**config.mk**
```make
export PLATFORM = sky130hd
export DESIGN_NAME = video_ram_arbiter
export DESIGN_NICKNAME = d
export VERILOG_FILES = /design/src/rtl/video_ram_arbiter.sv
export SDC_FILE = /design/constraint.sdc
export NUM_CORES = 1
export LEC_CHECK = 0
export CORE_AREA = 4 4 79 81
export CTS_CLUSTER_DIAMETER = 150
export DETAILED_ROUTE_END_ITERATION = 12
export DIE_AREA = 0 0 83 85
export GPL_TIMING_DRIVEN = 0
export PLACE_DENSITY = 0.72
export SLEW_MARGIN = 40
export SYNTH_ARGS = -nofsm -noshare
export SYNTH_HDL_FRONTEND = slang
export SYNTH_SLANG_ARGS = --single-unit
```
**constraint.sdc**
```tcl
create_clock -name clk -period 1.2 [get_ports clk]
set_input_delay 0.24 -clock clk [delete_from_list [all_inputs] [get_ports clk]]
set_output_delay 0.24 -clock clk [all_outputs]
set_load 0.03 [all_outputs]
```
**src/rtl/video_ram_arbiter.sv**
```systemverilog
// Shares one single-port video RAM between refresh, CPU and blitter, one arbitration slot per clk_en.
// Optional CPU starvation guard: define VRAM_ARB_STARVE_GUARD_EN.
module video_ram_arbiter #(
   parameter int ADDR_W     = 16,
   parameter int DATA_W     = 8,
   parameter int STARVE_MAX = 8
) (
   input  logic              clk,
   input  logic              rst,
   input  logic              clk_en,
   input  logic              video_slot,
   input  logic [13:0]       video_addr,
   output logic              video_valid,
   output logic [DATA_W-1:0] video_rdata,
   input  logic              cpu_req,
   input  logic              cpu_we,
   input  logic [ADDR_W-1:0] cpu_addr,
   input  logic [DATA_W-1:0] cpu_wdata,
   output logic              cpu_ack,
   output logic [DATA_W-1:0] cpu_rdata,
   input  logic              blt_req,
   input  logic              blt_we,
   input  logic [ADDR_W-1:0] blt_addr,
   input  logic [DATA_W-1:0] blt_wdata,
   output logic              blt_ack,
   output logic [DATA_W-1:0] blt_rdata,
   output logic [ADDR_W-1:0] ram_addr,
   output logic              ram_we,
   output logic [DATA_W-1:0] ram_wdata,
   input  logic [DATA_W-1:0] ram_rdata
);
   typedef enum logic [1:0] {OWN_IDLE, OWN_VIDEO, OWN_CPU, OWN_BLT} owner_t;

   owner_t            grant, s1_owner, s2_owner;
   logic              s1_we;
   logic              cpu_busy, blt_busy;
   logic              cpu_elig, blt_elig, starve_force;
   logic [ADDR_W-1:0] addr_q;
   logic [DATA_W-1:0] wdata_q;

   assign cpu_elig = cpu_req && !cpu_busy;
   assign blt_elig = blt_req && !blt_busy;

`ifdef VRAM_ARB_STARVE_GUARD_EN
   localparam int CNT_W = $clog2(STARVE_MAX + 2);
   logic [CNT_W-1:0] starve_cnt;

   assign starve_force = (starve_cnt == CNT_W'(STARVE_MAX));

   // Counts blitter wins only while the CPU is actually waiting.
   always_ff @(posedge clk) begin
      if (rst)
         starve_cnt <= '0;
      else if (!cpu_elig || grant == OWN_CPU)
         starve_cnt <= '0;
      else if (grant == OWN_BLT)
         starve_cnt <= starve_cnt + 1'b1;
   end
`else
   logic unused_starve_max;
   assign unused_starve_max = ^STARVE_MAX;
   assign starve_force      = 1'b0;
`endif

   always_comb begin
      grant = OWN_IDLE;
      if (clk_en) begin
         if (video_slot)
            grant = OWN_VIDEO;
         else if (starve_force && cpu_elig)
            grant = OWN_CPU;
         else if (blt_elig)
            grant = OWN_BLT;
         else if (cpu_elig)
            grant = OWN_CPU;
      end
   end

   always_ff @(posedge clk) begin
      if (rst) begin
         s1_owner <= OWN_IDLE;
         s2_owner <= OWN_IDLE;
         s1_we    <= 1'b0;
         addr_q   <= '0;
         wdata_q  <= '0;
         cpu_busy <= 1'b0;
         blt_busy <= 1'b0;
      end else begin
         s1_owner <= grant;
         s2_owner <= s1_owner;
         s1_we    <= 1'b0;
         unique case (grant)
            OWN_VIDEO: addr_q <= ADDR_W'(video_addr);
            OWN_CPU: begin
               addr_q  <= cpu_addr;
               s1_we   <= cpu_we;
               wdata_q <= cpu_wdata;
            end
            OWN_BLT: begin
               addr_q  <= blt_addr;
               s1_we   <= blt_we;
               wdata_q <= blt_wdata;
            end
            default: ;
         endcase
         // Busy stays set through the ack cycle, so the next grant is at least one slot later.
         if (grant == OWN_CPU)
            cpu_busy <= 1'b1;
         else if (s2_owner == OWN_CPU)
            cpu_busy <= 1'b0;
         if (grant == OWN_BLT)
            blt_busy <= 1'b1;
         else if (s2_owner == OWN_BLT)
            blt_busy <= 1'b0;
      end
   end

   assign ram_addr    = addr_q;
   assign ram_wdata   = wdata_q;
   assign ram_we      = s1_we && !rst;
   assign video_valid = (s2_owner == OWN_VIDEO);
   assign cpu_ack     = (s2_owner == OWN_CPU);
   assign blt_ack     = (s2_owner == OWN_BLT);
   assign video_rdata = video_valid ? ram_rdata : '0;
   assign cpu_rdata   = cpu_ack ? ram_rdata : '0;
   assign blt_rdata   = blt_ack ? ram_rdata : '0;
endmodule

```
=== Yosys cells after proc, flatten, opt, wreduce, memory -nomap -nowiden ===
Index checks and enable logic that the tools add are counted.

* Equality and inequality tests: 6
* Mux-type cells: 14
* Reduce and logical (&&, ||, !) cells: 10

{| class="wikitable"
|+ Operators with widths
! kind !! number
|-
| $pmux 16 s3 || 1
|-
| $mux 8 || 3
|-
| $pmux 8 s2 || 1
|-
| $eq 2x2->1 const B || 4
|-
| $mux 2 || 4
|-
| $reduce_bool 2->1 || 3
|-
| $eq 2x1->1 const B || 2
|-
| $mux 1 || 4
|-
| $logic_and 1x1->1 || 3
|-
| $logic_not 1->1 || 3
|-
| $reduce_bool 3->1 || 1
|-
| $pmux 1 s2 || 1
|}

* Register bits after elaboration: 31
* Input port bits: 78
* Output and inout port bits: 52
* Word-level logic and storage cells: 37

=== Longest topological paths before layout ===
* Depth after elaboration: 8
* Mapped depth: 6

=== Least setup slack after synthesis ===
OpenSTA, ideal clock, no wires.

* Path kind: flip-flop to output port
* Start point: reg s2_owner[0]
* End point: out video_rdata[0]
* Arrival time: 1.420 ns
* Path slack: -0.460 ns
* Cell stages (with the launch flop): 5
* Path buffers: 2
* Cells stage by stage: dfxtp_1 -> clkbuf_1 -> nor2b_1 -> clkbuf_1 -> and2_1

* Word-level cells in the longest chain between the ends: 2

{| class="wikitable"
|+ RTL lines
! element !! line !! source
|-
| from (decl) || 34 || <nowiki>owner_t grant, s1_owner, s2_owner;</nowiki>
|-
| from (signal assigned) || 90 || <nowiki>s2_owner <= s1_owner;</nowiki>
|-
| $eq 2x1->1 || 121 || <nowiki>assign video_valid = (s2_owner == OWN_VIDEO);</nowiki>
|-
| named net video_valid || 13 || <nowiki>output logic video_valid,</nowiki>
|-
| $mux 8 || 124 || <nowiki>assign video_rdata = video_valid ? ram_rdata : '0;</nowiki>
|-
| to (decl) || 14 || <nowiki>output logic [DATA_W-1:0] video_rdata,</nowiki>
|}

The timed path passes the listed nets, and every way through them passes these cells.

=== Final worst setup path ===
* Start point: reg s2_owner[0]
* End point: out video_rdata[3]

* Word-level cells in the longest chain between the ends: 2

{| class="wikitable"
|+ RTL lines
! element !! line
|-
| $eq 2x1->1 || 121
|-
| $mux 8 || 124
|}

No other way between the ends.

==> metrics.txt <==
CTS Buf Count 5; DP Cell Count between 300 and 400; total grt overflow 0; Ports 130; clock period minus final worst setup slack about 1500 ps; final worst slack -332 ps; remaining antenna violation count 0; Hold Path Origin rst; Pins Over Slew Limit 0; 1st-pass router iterations 5; worst hold path type in -> reg; global-route wire length before repair roughly 10000 um; sequential area share after synthesis 0.415; CP arrival roughly 1300 ps; largest net degree at the start of global routing 11; die height between 80 and 90 um; Netlist Area Pre-Place ~1500 um2; commonest cells after routing, fill and taps aside clkdlybuf4s50_1, buf_6, nor2_1; RSZ-0062 raised after global routing yes; vias in the first global route 1934; dpl hpwl roughly 4300 um; Worst Hold Depth 2; switching part of the total power 0.285; DRC Markers 0; area of the multi-input gates between 900 and 1000 um2; part of the power in combinational logic 0.337; pin slew with the least headroom to its limit around 520 ps; sequential group share of total power 0.392; final RePlAce weighted congestion between 0.6 and 0.7; Seq cells post-synth 31; critical path class reg -> out; GRT Total Usage 0.173; H-tree depth 2; DR vias/cell between 4 and 5; final core utilization 0.663; Non-Filler Instances between 400 and 500; highest net fanout along the worst path 4; status complete, but fails checks; LEAKAGE approximately 1.5 nW; # rows 27; Psw around 0.00082 W; die area 7060 um2; setup TNS -13200 ps; pre-CTS setup slack -984 ps; r2r startpoint blt_busy; commonest non-fill, non-tap cell in the layout clkdlybuf4s50_1; Total Routed Length 6650 um; Slew headroom 0.656; Peak VDD IR 0.450 mV; hold endpoint s2_owner[0]; post-synth cell types 25; die width 83 um; clk slew on worst S/H paths 60 ps; clk buf depth 2; Register Area 633 um2; TritonCTS clock tree done; Clk Latency, worst-skew pair approximately 280 ps; Final setup viols 53; synthesis warning total 0; clock net sink count 31; synthesized instance count 161; critical path launch point s2_owner[0]; clock skew 5.99 ps; synth top area cells dfxtp_1, a222oi_1, nor2_1; worst r2r path cells 6; type of destination of the critical path output port; top-area cell type share of the netlist area 0.415; syn_area_per_cell between 9 and 10 um2; Final Hold Viols 0; IO Port Bufs 129; Cell Int Power slightly above 0.002 W; n_diodes 0; layout cell share with drive strength beyond 1 0.456; CP startpoint kind register; DR vias slightly below 2000; reg-to-reg critical path endpoint ram_addr[8]; core area 5470 um2; period utilization 1.28; MaxCap Viol Count 0; Initial Utilization 0.273; root cell of the clock tree clkbuf_8; Initial DRC Count about 110; initial antenna violation count 0; synth-to-layout area growth 143%; failing checks negative setup slack; syn_nets about 240; number of fill cells roughly 450; critical path data required time roughly 960 ps; PwrDens around 800 nW/um2; drt wl/cell around 16 um; clock power share 0.271; fmax 653 MHz; FF-to-FF setup slack -330 ps; Synth area leader dfxtp_1; # nets final 410
==> area by class of cell <==
type / count / area share
Inverter: 2 / 0.00207
Multi-Input combinational cell: 111 / 0.253
Clock inverter: 1 / 0.00138
Clock buffer: 7 / 0.0210
Tap cell: 72 / 0.0248
Buffer: 17 / 0.0603
Sequential cell: 31 / 0.174
Timing Repair Buffer: 164 / 0.463
==> cells by family after synthesis <==
family / synth area share
flops: 0.415
mux: 0.0285
buf+inv: 0.0586
compound gates: 0.248
simple gates: 0.250
==> per-stage QoR <==
step | instance area, um2 | power, W | hold WS, ps
floorplan | 1590 | 0.00152 | 304
detailed placement | 2970 | 0.00198 | 438
global route | 3630 | 0.00300 | 298
finish | 3630 | 0.00288 | 296
global placement | 2970 | 0.00197 | 424
CTS | 3520 | 0.00287 | 263
==> worst max path at each step <==
| stage | to | slack, ps | cells past startpoint |
|---|---|---|---|
| detailed placement | ram_we | -980 | 4 |
| floorplan | ram_wdata[3] | -80 | 5 |
| CTS | video_rdata[5] | -360 | 5 |
| global placement | ram_we | -970 | 4 |
| finish | video_rdata[3] | -330 | 5 |
| global route | ram_addr[8] | -400 | 6 |
==> synth_stat cells <==
cell type	n
and2_1	16
nor2_1	29
nor2b_4	2
and4bb_1	1
buf_2	7
clkbuf_4	1
o21bai_2	1
nand2_1	1
inv_1	2
nand2b_4	1
a211oi_1	14
nor3b_1	1
clkbuf_1	8
buf_4	1
a22oi_1	1
mux2i_1	2
o31ai_1	1
a21oi_1	2
and3_1	8
mux2_1	2
nor2b_1	5
dfxtp_1	31
o31a_1	1
nor3b_4	1
a222oi_1	22
==> power groups by stage <==
| stage | combinational [W] | sequential [W] | clock (W) |
|---|---|---|---|
| after floorplan | 0.000265 | 0.00126 | 0 |
| after global placement | 0.000821 | 0.00115 | 0 |
| after detailed placement | 0.000826 | 0.00115 | 0 |
| after CTS | 0.000936 | 0.00113 | 0.000808 |
| after global routing | 0.00102 | 0.00113 | 0.000843 |
| final | 0.000969 | 0.00113 | 0.000780 |
==> critical path, stage by stage, from the launching register on <==
cell and delay (ps):
dfxtp_4 370, buf_8 100, nor2b_4 160, buf_6 130
and2_4 130, buf_6 120
==> metal layers <==
layer / up-vias / track usage / wire, um
met3: 7 / 0.0485 / 410
met4: 0 / 0.0505 / 72
met2: 82 / 0.311 / 3490
met5: - / 0 / 0
li1: 956 / - / -
met1: 905 / 0.199 / 2680
==> sequential cells by signal (all words and copies together) (netlist names) <==
name,count
ram_addr,16
s1_we,1
s1_owner,2
ram_wdata,8
cpu_busy,1
s2_owner,2
blt_busy,1
==> what timing repair did <==
item | CTS | global route
resized for setup | 320 | 39
hold buffers | 0 | 0
pin swaps | 35 | 17
buffers inserted | 21 | 12
gates cloned | 6 | 0
setup endpoints to repair | 80 | 60
Note: power is estimated with default switching activity, not from simulation.
